===== config.mk =====
export PLATFORM = sky130hd
export DESIGN_NAME = fast_cmd_sequencer
export DESIGN_NICKNAME = d
export VERILOG_FILES = /design/src/rtl/fast_cmd_pkg.sv /design/src/rtl/fast_cmd_sequencer_req_sync_edge.sv /design/src/rtl/fast_cmd_sequencer.sv
export SDC_FILE = /design/constraint.sdc
export NUM_CORES = 1
export LEC_CHECK = 0
export CAP_MARGIN = 0
export CELL_PAD_IN_SITES_DETAIL_PLACEMENT = 1
export CELL_PAD_IN_SITES_GLOBAL_PLACEMENT = 1
export CORE_MARGIN = 5
export CORE_UTILIZATION = 30
export DETAILED_ROUTE_END_ITERATION = 10
export GPL_ROUTABILITY_DRIVEN = 0
export PLACE_DENSITY = 0.67
export RECOVER_POWER = 50
export SLEW_MARGIN = 25
export SYNTH_ARGS = -nofsm -noshare
export SYNTH_HDL_FRONTEND = slang
export SYNTH_HIERARCHICAL = 1
export SYNTH_SLANG_ARGS = --single-unit
export TNS_END_PERCENT = 10

===== constraint.sdc =====
create_clock -name clk_in -period 2.35 [get_ports clk_in]
set_clock_uncertainty 0.15 [all_clocks]
set_input_delay 0.235 -clock clk_in [delete_from_list [all_inputs] [get_ports clk_in]]
set_output_delay 0.235 -clock clk_in [all_outputs]
set_load 0.01 [all_outputs]

===== src/rtl/fast_cmd_pkg.sv =====
// Shared definitions for the ngCCM fast-control command sequencer:
// default orbit length, command encoding, FSM state encoding and the
// fixed-priority command picker.
package fast_cmd_pkg;

    // LHC bunch crossings per orbit
    localparam int ORBIT_LEN_DEFAULT = 3564;

    // Command identifiers, also used as the "which output is on the wire" tag
    typedef enum logic [1:0] {
        CMD_NONE = 2'd0,
        CMD_QIE  = 2'd1,
        CMD_WTE  = 2'd2,
        CMD_AUX  = 2'd3
    } cmd_t;

    // Sequencer FSM states
    typedef enum logic [1:0] {
        ST_IDLE  = 2'd0,
        ST_PULSE = 2'd1,
        ST_GAP   = 2'd2
    } state_t;

    // Fixed priority: QIE reset beats WTE beats AUX
    function automatic cmd_t pick_cmd(input logic qie, input logic wte, input logic aux);
        cmd_t result;
        result = CMD_NONE;
        if (qie) begin
            result = CMD_QIE;
        end else if (wte) begin
            result = CMD_WTE;
        end else if (aux) begin
            result = CMD_AUX;
        end
        return result;
    endfunction

endpackage


===== src/rtl/fast_cmd_sequencer_req_sync_edge.sv =====
// Two-flop synchroniser for an asynchronous front-panel level followed by
// an edge detector. The strobe is one clk wide and is valid in the third
// cycle after the input edge (sync1, sync2, then compare against prev).
module req_sync_edge #(
    parameter bit FALLING = 1'b0
) (
    input  logic clk,
    input  logic rst,
    input  logic level,
    output logic strobe
);

    logic sync1;
    logic sync2;
    logic prev;

    // Metastability chain plus one history flop for the edge compare
    always_ff @(posedge clk or posedge rst) begin
        if (rst) begin
            sync1 <= 1'b0;
            sync2 <= 1'b0;
            prev  <= 1'b0;
        end else begin
            sync1 <= level;
            sync2 <= sync1;
            prev  <= sync2;
        end
    end

    // Flops clear to 0, so an input that idles high after reset produces
    // a rising edge but never a spurious falling one.
    assign strobe = FALLING ? (prev & ~sync2) : (sync2 & ~prev);

endmodule


===== src/rtl/fast_cmd_sequencer.sv =====
// Fast-control command sequencer for the ngCCM emulator. Keeps the BX and
// orbit counters, turns manual and scheduled requests into one-deep pending
// flags, and issues them one at a time as fixed-length pulses separated by
// a minimum idle gap.
module fast_cmd_sequencer
    import fast_cmd_pkg::*;
#(
    parameter int ORBIT_LEN = ORBIT_LEN_DEFAULT,
    parameter int BX_W      = 12,
    parameter int PULSE_LEN = 2,
    parameter int GAP_LEN   = 4
) (
    input  logic            clk_in,
    input  logic            reset_in,
    input  logic            enable,
    input  logic            mode_select,
    input  logic            qie_reset_req,
    input  logic            wte_req,
    input  logic            aux_req,
    input  logic [BX_W-1:0] qie_reset_bx,
    input  logic [BX_W-1:0] wte_bx,
    input  logic [7:0]      orbit_period,
    output logic [BX_W-1:0] bx_count,
    output logic [15:0]     orbit_count,
    output logic            qie_reset_out,
    output logic            wte_out,
    output logic            aux_out,
    output logic            busy,
    output state_t          state_dbg
);

    localparam logic [BX_W-1:0] BX_LAST = BX_W'(ORBIT_LEN - 1);
    localparam int CNT_MAX = (PULSE_LEN > GAP_LEN) ? PULSE_LEN : GAP_LEN;
    localparam int CNT_W   = $clog2(CNT_MAX + 1);
    localparam logic [CNT_W-1:0] PULSE_LAST = CNT_W'(PULSE_LEN - 1);
    localparam logic [CNT_W-1:0] GAP_LAST   = CNT_W'((GAP_LEN == 0) ? 0 : GAP_LEN - 1);

    // Manual request strobes
    logic qie_edge;
    logic wte_edge;
    logic aux_edge;

    // Orbit-period counter for the scheduled QIE reset
    logic [7:0] period_cnt;

    // One-deep pending flags
    logic pend_qie;
    logic pend_wte;
    logic pend_aux;

    // Request sources after mode selection
    logic set_qie;
    logic set_wte;
    logic set_aux;
    logic sched_qie;
    logic sched_wte;
    logic bx_wrap;

    // FSM
    state_t           state;
    state_t           state_next;
    logic [CNT_W-1:0] cnt;
    logic [CNT_W-1:0] cnt_next;
    cmd_t             cur_cmd;
    cmd_t             cur_next;
    cmd_t             candidate;
    cmd_t             grant;
    logic             issue;

    req_sync_edge #(.FALLING(1'b0)) u_qie_sync (
        .clk    (clk_in),
        .rst    (reset_in),
        .level  (qie_reset_req),
        .strobe (qie_edge)
    );

    req_sync_edge #(.FALLING(1'b0)) u_wte_sync (
        .clk    (clk_in),
        .rst    (reset_in),
        .level  (wte_req),
        .strobe (wte_edge)
    );

    // AUX idles high; the request is the falling edge
    req_sync_edge #(.FALLING(1'b1)) u_aux_sync (
        .clk    (clk_in),
        .rst    (reset_in),
        .level  (aux_req),
        .strobe (aux_edge)
    );

    assign bx_wrap = (bx_count == BX_LAST);

    // BX, orbit and orbit-period counters; all held at zero while disabled
    always_ff @(posedge clk_in or posedge reset_in) begin
        if (reset_in) begin
            bx_count    <= '0;
            orbit_count <= '0;
            period_cnt  <= '0;
        end else if (!enable) begin
            bx_count    <= '0;
            orbit_count <= '0;
            period_cnt  <= '0;
        end else if (bx_wrap) begin
            bx_count    <= '0;
            orbit_count <= orbit_count + 16'd1;
            if (orbit_period != 8'd0) begin
                if (period_cnt >= orbit_period - 8'd1) begin
                    period_cnt <= '0;
                end else begin
                    period_cnt <= period_cnt + 8'd1;
                end
            end
        end else begin
            bx_count <= bx_count + BX_W'(1);
        end
    end

    // Scheduled matches. bx_count never reaches ORBIT_LEN, so a programmed
    // BX at or beyond the orbit length can never match.
    assign sched_wte = (bx_count == wte_bx);
    assign sched_qie = (bx_count == qie_reset_bx) && (orbit_period != 8'd0)
                    && (period_cnt == orbit_period - 8'd1);

    // Manual QIE/WTE only in manual mode, scheduled only in scheduled mode;
    // AUX is always manual.
    assign set_qie = mode_select ? sched_qie : qie_edge;
    assign set_wte = mode_select ? sched_wte : wte_edge;
    assign set_aux = aux_edge;

    // Pending flags: a new strobe wins over a grant clearing the same flag,
    // and a strobe on an already-set flag merges into it.
    always_ff @(posedge clk_in or posedge reset_in) begin
        if (reset_in) begin
            pend_qie <= 1'b0;
            pend_wte <= 1'b0;
            pend_aux <= 1'b0;
        end else if (!enable) begin
            pend_qie <= 1'b0;
            pend_wte <= 1'b0;
            pend_aux <= 1'b0;
        end else begin
            pend_qie <= (pend_qie & (grant != CMD_QIE)) | set_qie;
            pend_wte <= (pend_wte & (grant != CMD_WTE)) | set_wte;
            pend_aux <= (pend_aux & (grant != CMD_AUX)) | set_aux;
        end
    end

    assign candidate = pick_cmd(pend_qie, pend_wte, pend_aux);

    // Next-state logic. The end of a GAP (or of a PULSE when there is no
    // gap) is itself an issue point, so back-to-back commands are spaced
    // exactly PULSE_LEN+GAP_LEN clk apart.
    always_comb begin
        state_next = state;
        cnt_next   = cnt;
        cur_next   = cur_cmd;
        grant      = CMD_NONE;
        issue      = 1'b0;

        case (state)
            ST_IDLE: begin
                issue = 1'b1;
            end
            ST_PULSE: begin
                if (cnt == PULSE_LAST) begin
                    if (GAP_LEN == 0) begin
                        issue = 1'b1;
                    end else begin
                        state_next = ST_GAP;
                        cnt_next   = '0;
                        cur_next   = CMD_NONE;
                    end
                end else begin
                    cnt_next = cnt + CNT_W'(1);
                end
            end
            ST_GAP: begin
                if (cnt == GAP_LAST) begin
                    issue = 1'b1;
                end else begin
                    cnt_next = cnt + CNT_W'(1);
                end
            end
            default: begin
                state_next = ST_IDLE;
                cnt_next   = '0;
                cur_next   = CMD_NONE;
            end
        endcase

        if (issue) begin
            if (candidate != CMD_NONE) begin
                grant      = candidate;
                state_next = ST_PULSE;
                cnt_next   = '0;
                cur_next   = candidate;
            end else begin
                state_next = ST_IDLE;
                cnt_next   = '0;
                cur_next   = CMD_NONE;
            end
        end

        // Disable aborts any pulse and parks the sequencer
        if (!enable) begin
            state_next = ST_IDLE;
            cnt_next   = '0;
            cur_next   = CMD_NONE;
            grant      = CMD_NONE;
        end
    end

    // State register and registered, one-hot command outputs
    always_ff @(posedge clk_in or posedge reset_in) begin
        if (reset_in) begin
            state         <= ST_IDLE;
            cnt           <= '0;
            cur_cmd       <= CMD_NONE;
            qie_reset_out <= 1'b0;
            wte_out       <= 1'b0;
            aux_out       <= 1'b1;
        end else begin
            state         <= state_next;
            cnt           <= cnt_next;
            cur_cmd       <= cur_next;
            qie_reset_out <= (cur_next == CMD_QIE);
            wte_out       <= (cur_next == CMD_WTE);
            aux_out       <= (cur_next != CMD_AUX);
        end
    end

    assign busy      = (state != ST_IDLE) | pend_qie | pend_wte | pend_aux;
    assign state_dbg = state;

endmodule


==> results of run 1 <==
## cell usage in the layout (no fill, tap or decap), types with 6 or more instances in the layout
cell type                          n
sky130_fd_sc_hd__a21oi_1           6
sky130_fd_sc_hd__buf_4            36
sky130_fd_sc_hd__clkbuf_8         10
sky130_fd_sc_hd__clkdlybuf4s50_1  55
sky130_fd_sc_hd__dfrtp_1          57
sky130_fd_sc_hd__dlygate4sd3_1    10
sky130_fd_sc_hd__ha_1             20
sky130_fd_sc_hd__inv_1            20
sky130_fd_sc_hd__nand2_1          29
sky130_fd_sc_hd__nand3_1          20
sky130_fd_sc_hd__nand4_1           9
sky130_fd_sc_hd__nor2_1           34
sky130_fd_sc_hd__nor3_1            8
sky130_fd_sc_hd__o21ai_0           7
sky130_fd_sc_hd__xnor2_1          26
sky130_fd_sc_hd__xor2_1           28
## metrics by stage
stage	cells	power [mW]	util [%]	setup slack, ns	hold slack (ns)
2_1_floorplan	341	1.218	-	-0.07786	-0.1614
3_3_place_gp	576	1.395	41.23	-0.5552	0.1902
3_5_place_dp	576	1.405	41.23	-0.6604	0.1888
4_1_cts	594	2.367	43.35	-0.04185	0.01704
5_1_grt	596	2.453	43.48	0.002723	0.1237
6_report	596	2.332	43.48	0.1086	0.1198
## logic make-up (layout without fill, tap and decap cells)
logic type | after synthesis | count (layout)
and+or+nand+nor | 140 | 140
DFF | 58 | 58
xor gates and xnor gates | 54 | 54
AOI/OAI and AO/OA | 35 | 35
buffers and inverters | 32 | 147
adders and majority gates | 21 | 21
muxes | 1 | 1
## critical path: stages
cell,delay (ns)
sky130_fd_sc_hd__buf_6,0.09
sky130_fd_sc_hd__or4_4,0.54
sky130_fd_sc_hd__nor4_4,0.15
sky130_fd_sc_hd__xnor2_1,0.15
sky130_fd_sc_hd__ha_1,0.27
sky130_fd_sc_hd__a211o_1,0.25
sky130_fd_sc_hd__a31oi_1,0.14
sky130_fd_sc_hd__buf_4,0.16
sky130_fd_sc_hd__buf_12,0.10
sky130_fd_sc_hd__a21oi_1,0.06
sky130_fd_sc_hd__o22ai_1,0.17
## power by group
| group | internal [mW] | switching, mW | leakage, nW | total [mW] |
|---|---|---|---|---|
| sequential | 1.02 | 0.0265 | 0.779 | 1.05 |
| clock | 0.520 | 0.426 | 0.103 | 0.946 |
| combinational | 0.179 | 0.156 | 1.26 | 0.335 |
## per-layer routing
layer	vias up	wire length, µm
met3	13	321
met4	0	104
met2	35	4676
met1	1396	3955
li1	1390	-
met5	-	0
## sequential cells by signal (all words and copies together) (netlist names), 2 cells and up
signal       cells
cnt              3
cur_cmd          2
bx_count        12
state_dbg        2
orbit_count     16
period_cnt       8
## what timing repair did
action | CTS | global route
resized for setup | 26 | 11
buffers inserted | 2 | 2
setup endpoints to repair | 9 | 8
pin swaps | 9 | 7
gates cloned | 0 | 0
## cell type report
cell class,count,share of cell area [%]
sequential,58,30.68
inverter,21,1.665
clock inverter,6,1.374
timing repair buffer,110,21.14
clock buffer,10,2.907
tap,140,3.700
multi-input combinational,251,38.53
## worst max path at each step
stage / to / startpoint / cells after the start / slack (ns)
final: period_cnt[3] / orbit_period[4] / 11 / 0.11
after global routing: period_cnt[3] / orbit_period[4] / 11 / 0.003
after CTS: period_cnt[2] / orbit_period[3] / 11 / -0.04
after detailed placement: period_cnt[4] / orbit_period[5] / 10 / -0.66
after global placement: period_cnt[4] / orbit_period[5] / 10 / -0.56
after floorplan: period_cnt[2] / orbit_period[5] / 9 / -0.08
==> results.cfg, run 1 <==
[yosys]
post_synth_mux_area_share_pct = 0.2984
synth_cells = 341
synth.yosys.warnings = 6
synth_cell_type_count = 47
yosys.area.top_type_share_pct = 42.52
syn_area_per_cell_um2 = 9.837
synth-seq-area-share_pct = 43.30
post_synth_and_or_nand_nor_area_fraction_pct = 23.54
post-synth-top-count-cell = sky130_fd_sc_hd__dfrtp_1
synthesis.area_um2 = 3354
postSynth.asyncResetShare_pct = 100.0
synth_area_in_compound_gates_pct = 6.900
syn_nets = 401
yosys_top_cell_by_area = sky130_fd_sc_hd__dfrtp_1
synth_top_family_by_area = simple AND/OR/NAND/NOR gates
synth-xor-area-share_pct = 14.10
most_used_flip_flop_cell_after_synthesis = sky130_fd_sc_hd__dfrtp_1
synth_fa_ha_area_share_pct = 7.833
synth_common_cells = sky130_fd_sc_hd__dfrtp_1 (57), sky130_fd_sc_hd__nor2_1 (35), sky130_fd_sc_hd__nand2_1 (30)
ys_seq_elements = 58
synth_area_leaders = sky130_fd_sc_hd__dfrtp_1 (43%), sky130_fd_sc_hd__ha_1 (7.8%), sky130_fd_sc_hd__xor2_1 (7.3%)
synth_enable_flop_cells = 0

[route]
drt_via_density = 4.755
drt_drc_violations_left = 0
vias = 2834
first_pass_iters = 4
avgRoutedWirePerCell_um = 15.20
ant_nets = 0
drt-initial-drc-count = 45
wirelength_um = 9057

[cts]
htree_levels = 3
tritoncts = done
master_cell_of_the_clock_root_buffer = sky130_fd_sc_hd__clkbuf_8
cts.clk_slew.worst_paths_ns = 0.07
clock_latency_reported_for_the_late_side_of_the_worst_skew_pair_ns = 0.33
cts_sinks = 58
cts_buffer_depth = 2
cts_made_buffers = 9
number_of_hold_buffers_added_after_cts = 0

[global_routing]
grt_util_met2_pct = 25.42
met1_usage_pct = 17.70
maximum_number_of_pins_on_one_net_before_global_route_repair = 30
grt_busiest_layer = met2
met3_usage_pct = 3.655
globalRoute.totalOverflow = 0
grt_first_pass_wirelength_um = 15320
grt_use_total_pct = 14.44
grt_antenna_before_repair = 0
first_global_vias = 3120

[place]
port_buffers = 72
place_area_um2 = 4489
post-dp-hpwl_um = 7041

[setup_path]
rr_endpoint = period_cnt[4]
critPathKind = primary input to flop
rr_worst_depth = 6
timing.critical_path.required_ns = 2.45
critPathArrivalTime_ns = 2.34
r2r-start = bx_count[1]
critPathLaunchType = primary input
crit_path_end_kind = flop
reg2reg_setup_slack_ns = 0.14
critical_path.max_fanout = 5

[final_layout]
layout.nets = 511
fin_area_um2 = 4735
footprint_of_the_multi_input_gates_um2 = 1824
area.growth.synth_to_final_pct = 41.14
antenna-diode-count = 0
seqCellArea_um2 = 1453
filler_cell_count = 1231
layout-drive-gt1-share_pct = 19.08

[timing]
post-route-min-period_ns = 2.241
max_slew.worst_pin.slew_ns = 0.8866
max_clock_freq_ghz = 0.4462
report.final.hold_viol_count = 0
maxSlewHeadroom_pct = 40.35
final.setup.tns_ns = 0
maxSlewViolCount = 0
rsz0062_at_grt = no
timing.final.setup_violations = 0
fin_crit_sh_pct = 95.38

[die]
rows = 38
initial_utilization_pct = 30.81
die_y_um = 115.7
die_width_um = 115.7
floorplan.die_area_um2 = 13400
design.portCount = 73
core_um2 = 10890

[run]
maximum_capacitance_violations = 0

[power]
ir_worst_vdd_mv = 0.2199
p_leak_nw = 2.139
ratio_of_total_power_to_cell_area_nw_per_um2 = 492.6

[status]
run_status = finished, final reports clean

[worst_hold_path]
timing.hold.worst.class = primary input to asynchronous set/reset pin
Power figures use the tool's default switching activity.
==> run 2, diff against run 1 <==
- PLACE_DENSITY: 0.67 -> 0.7
- clock period: 2.35 -> 2.02 ns (I/O delays scaled with it)
==> run 2 against run 1 <==
- the flow now finishes with violations (setup timing)
- critical endpoint is now period_cnt[4]
- largest power group unchanged
- final area up 3.1%
- critical path type unchanged
- clock power up 9.9%
- total power up 15%
- count of clock-buffer cells in the layout down 1
==> results.cfg, run 2 (same netlist as run 1, synthesis figures left out) <==
[route]
ant_nets = 0
maxUsedRoutingLayer = met4
met3WireLength_um = 274
wirelength_um = 9316
avgRoutedWirePerCell_um = 15.27
drt-initial-drc-count = 66
drt_via_density = 4.793
met1_layer_wirelength_in_the_final_routing_um = 4007
first_pass_iters = 4
vias = 2924
detailroute.wirelength.met2_um = 4931
drt_drc_violations_left = 0

[cts]
tritoncts = done
master_cell_of_the_clock_root_buffer = sky130_fd_sc_hd__clkbuf_8
cts_sinks = 58
htree_levels = 3
cts_made_buffers = 9
post-cts-setup-buffers = 0
clock_latency_reported_for_the_late_side_of_the_worst_skew_pair_ns = 0.33
cts.clk_slew.worst_paths_ns = 0.07
cts_buffer_depth = 2

[setup_path]
rr_endpoint = period_cnt[4]
critPathArrivalTime_ns = 2.27
r2r-start = bx_count[1]
timing.critical_path.required_ns = 2.08
critical_path.max_fanout = 6
cp-endpoint = period_cnt[4]
crit_path_end_kind = flop
rr_worst_depth = 6
critPathLaunch = orbit_period[5]
reg2reg_setup_slack_ns = -0.11
critPathLaunchType = primary input
critPathKind = primary input to flop

[place]
place_area_um2 = 4629
dpl.cell_count = 593
port_buffers = 72
post-dp-hpwl_um = 7509

[power]
ir_worst_vdd_mv = 0.3530
power_switching_mw = 0.6949
sequentialPowerShare_pct = 45.3
ratio_of_total_power_to_cell_area_nw_per_um2 = 548.4
post-layout-total-power_mw = 2.678
pwr-share-comb_pct = 15.9
p_leak_nw = 2.198
internal_power_mw = 1.983
power.share.clock_pct = 38.8
net_sw_share_pct = 25.95

[run]
maximum_capacitance_violations = 0

[timing]
max_clock_freq_ghz = 0.4510
post-route-min-period_ns = 2.217
maxSlewViolCount = 0
max_slew.worst_pin.slew_ns = 0.7484
rsz0062_at_grt = yes
final.setup.tns_ns = -1.418
report.final.hold_viol_count = 0
maxSlewHeadroom_pct = 49.69
timing.final.setup_violations = 9
pnr_worst_setup_slack_ns = -0.1973
fin_crit_sh_pct = 109.8
hold_ws_ns = 0.2013

[final_layout]
fin_area_um2 = 4883
layout_common_cells = sky130_fd_sc_hd__clkdlybuf4s50_1 (59), sky130_fd_sc_hd__dfrtp_1 (57), sky130_fd_sc_hd__buf_4 (46), sky130_fd_sc_hd__nor2_1 (35)
non_filler_cells_final = 610
mostFrequentLayoutCell = sky130_fd_sc_hd__clkdlybuf4s50_1
largest_reg_flops = 16
antenna-diode-count = 0
layout-drive-gt1-share_pct = 22.77
layout.nets = 525
area.growth.synth_to_final_pct = 45.58
top_regs = orbit_count: 16 flops, bx_count: 12 flops, period_cnt: 8 flops
top_register = orbit_count

[worst_hold_path]
timing.hold.worst.class = flop to flop

[die]
die_width_um = 115.7
floorplan.die_area_um2 = 13400
design.portCount = 73
rows = 38
core_um2 = 10890
initial_utilization_pct = 30.81
die_y_um = 115.7

[status]
run_status = finished with violations
violations = setup timing

[global_routing]
first_global_vias = 3227
maximum_number_of_pins_on_one_net_before_global_route_repair = 20
grt_first_pass_wirelength_um = 15120
grt_antenna_before_repair = 0
grt_use_total_pct = 14.29
globalRoute.totalOverflow = 0
## run 2: changes by cell type in the layout (fill, tap and decap cells not counted), sizes merged
cell / delta
dlygate4sd2: +1
buf: +12
inv: -1
clkinvlp: +3
dlygate4sd3: -4
clkinv: -1
clkdlybuf4s50: +4
## run 2: worst min-delay path by stage
stage	from	endpoint	slack [ns]	cells after the start
global placement	u_aux_sync/sync1	u_aux_sync/sync2	0.19	0
detailed placement	u_aux_sync/sync1	u_aux_sync/sync2	0.19	0
CTS	aux_req	u_aux_sync/sync1	0.16	1
finish	u_aux_sync/sync1	u_aux_sync/sync2	0.20	0
global route	u_aux_sync/sync1	u_aux_sync/sync2	0.21	0
floorplan	reset_in	u_aux_sync/prev	-0.19	1
## run 2: final cells by class
cell class,count,area [µm²]
Fill cell,1243,6005
Inverter,21,78.83
Clock inverter,7,70.07
Timing Repair Buffer,124,1115
Sequential cell,58,1453
Tap cell,140,175.2
Multi-Input combinational cell,251,1868
Clock buffer,9,123.9
## run 2: power by group through the flow
stage | Combinational (mW) | Sequential (mW) | Clock, mW
finish | 0.425 | 1.21 | 1.04
global route | 0.470 | 1.22 | 1.14
CTS | 0.434 | 1.21 | 1.07
detailed placement | 0.427 | 1.24 | 0
global placement | 0.415 | 1.23 | 0
floorplan | 0.173 | 1.24 | 0
## run 2: per-stage QoR
step	util [%]	setup slack, ns
floorplan	-	-0.3749
global placement	42.52	-0.8476
detailed placement	42.52	-0.9454
CTS	44.62	-0.3538
global route	44.85	-0.2438
finish	44.85	-0.1973
## run 2: repair_timing
action                                  in CTS  in global routing
pin swaps                                    7                  9
hold endpoints to repair                     8                  0
gates cloned                                 0                  0
gates resized for setup                     28                 19
endpoints found under the setup margin      10                 28
hold buffers                                 1                  0
## run 2: routing by layer
metal / up-vias / global-route usage, %
met3: 9 / 3.603
met1: 1451 / 17.34
li1: 1416 / -
met5: - / 0
met2: 48 / 25.39
met4: 0 / 3.635
## run 2: critical path, stage by stage
cell                      delay [ns]
sky130_fd_sc_hd__buf_6          0.09
sky130_fd_sc_hd__or4_4          0.55
sky130_fd_sc_hd__nor4_4         0.15
sky130_fd_sc_hd__xnor2_1        0.11
sky130_fd_sc_hd__ha_1           0.29
sky130_fd_sc_hd__and3_1         0.18
sky130_fd_sc_hd__a31oi_1        0.09
sky130_fd_sc_hd__buf_4          0.17
sky130_fd_sc_hd__buf_4          0.15
sky130_fd_sc_hd__a22oi_1        0.18
sky130_fd_sc_hd__o31ai_2        0.10
==> run 3, diff against run 2 <==
- CTS_BUF_LIST: unset -> sky130_fd_sc_hd__clkbuf_4 sky130_fd_sc_hd__clkbuf_8 sky130_fd_sc_hd__clkbuf_16
==> results of run 3 <==
Final layout, timing and power as in run 2 (identical DEF).
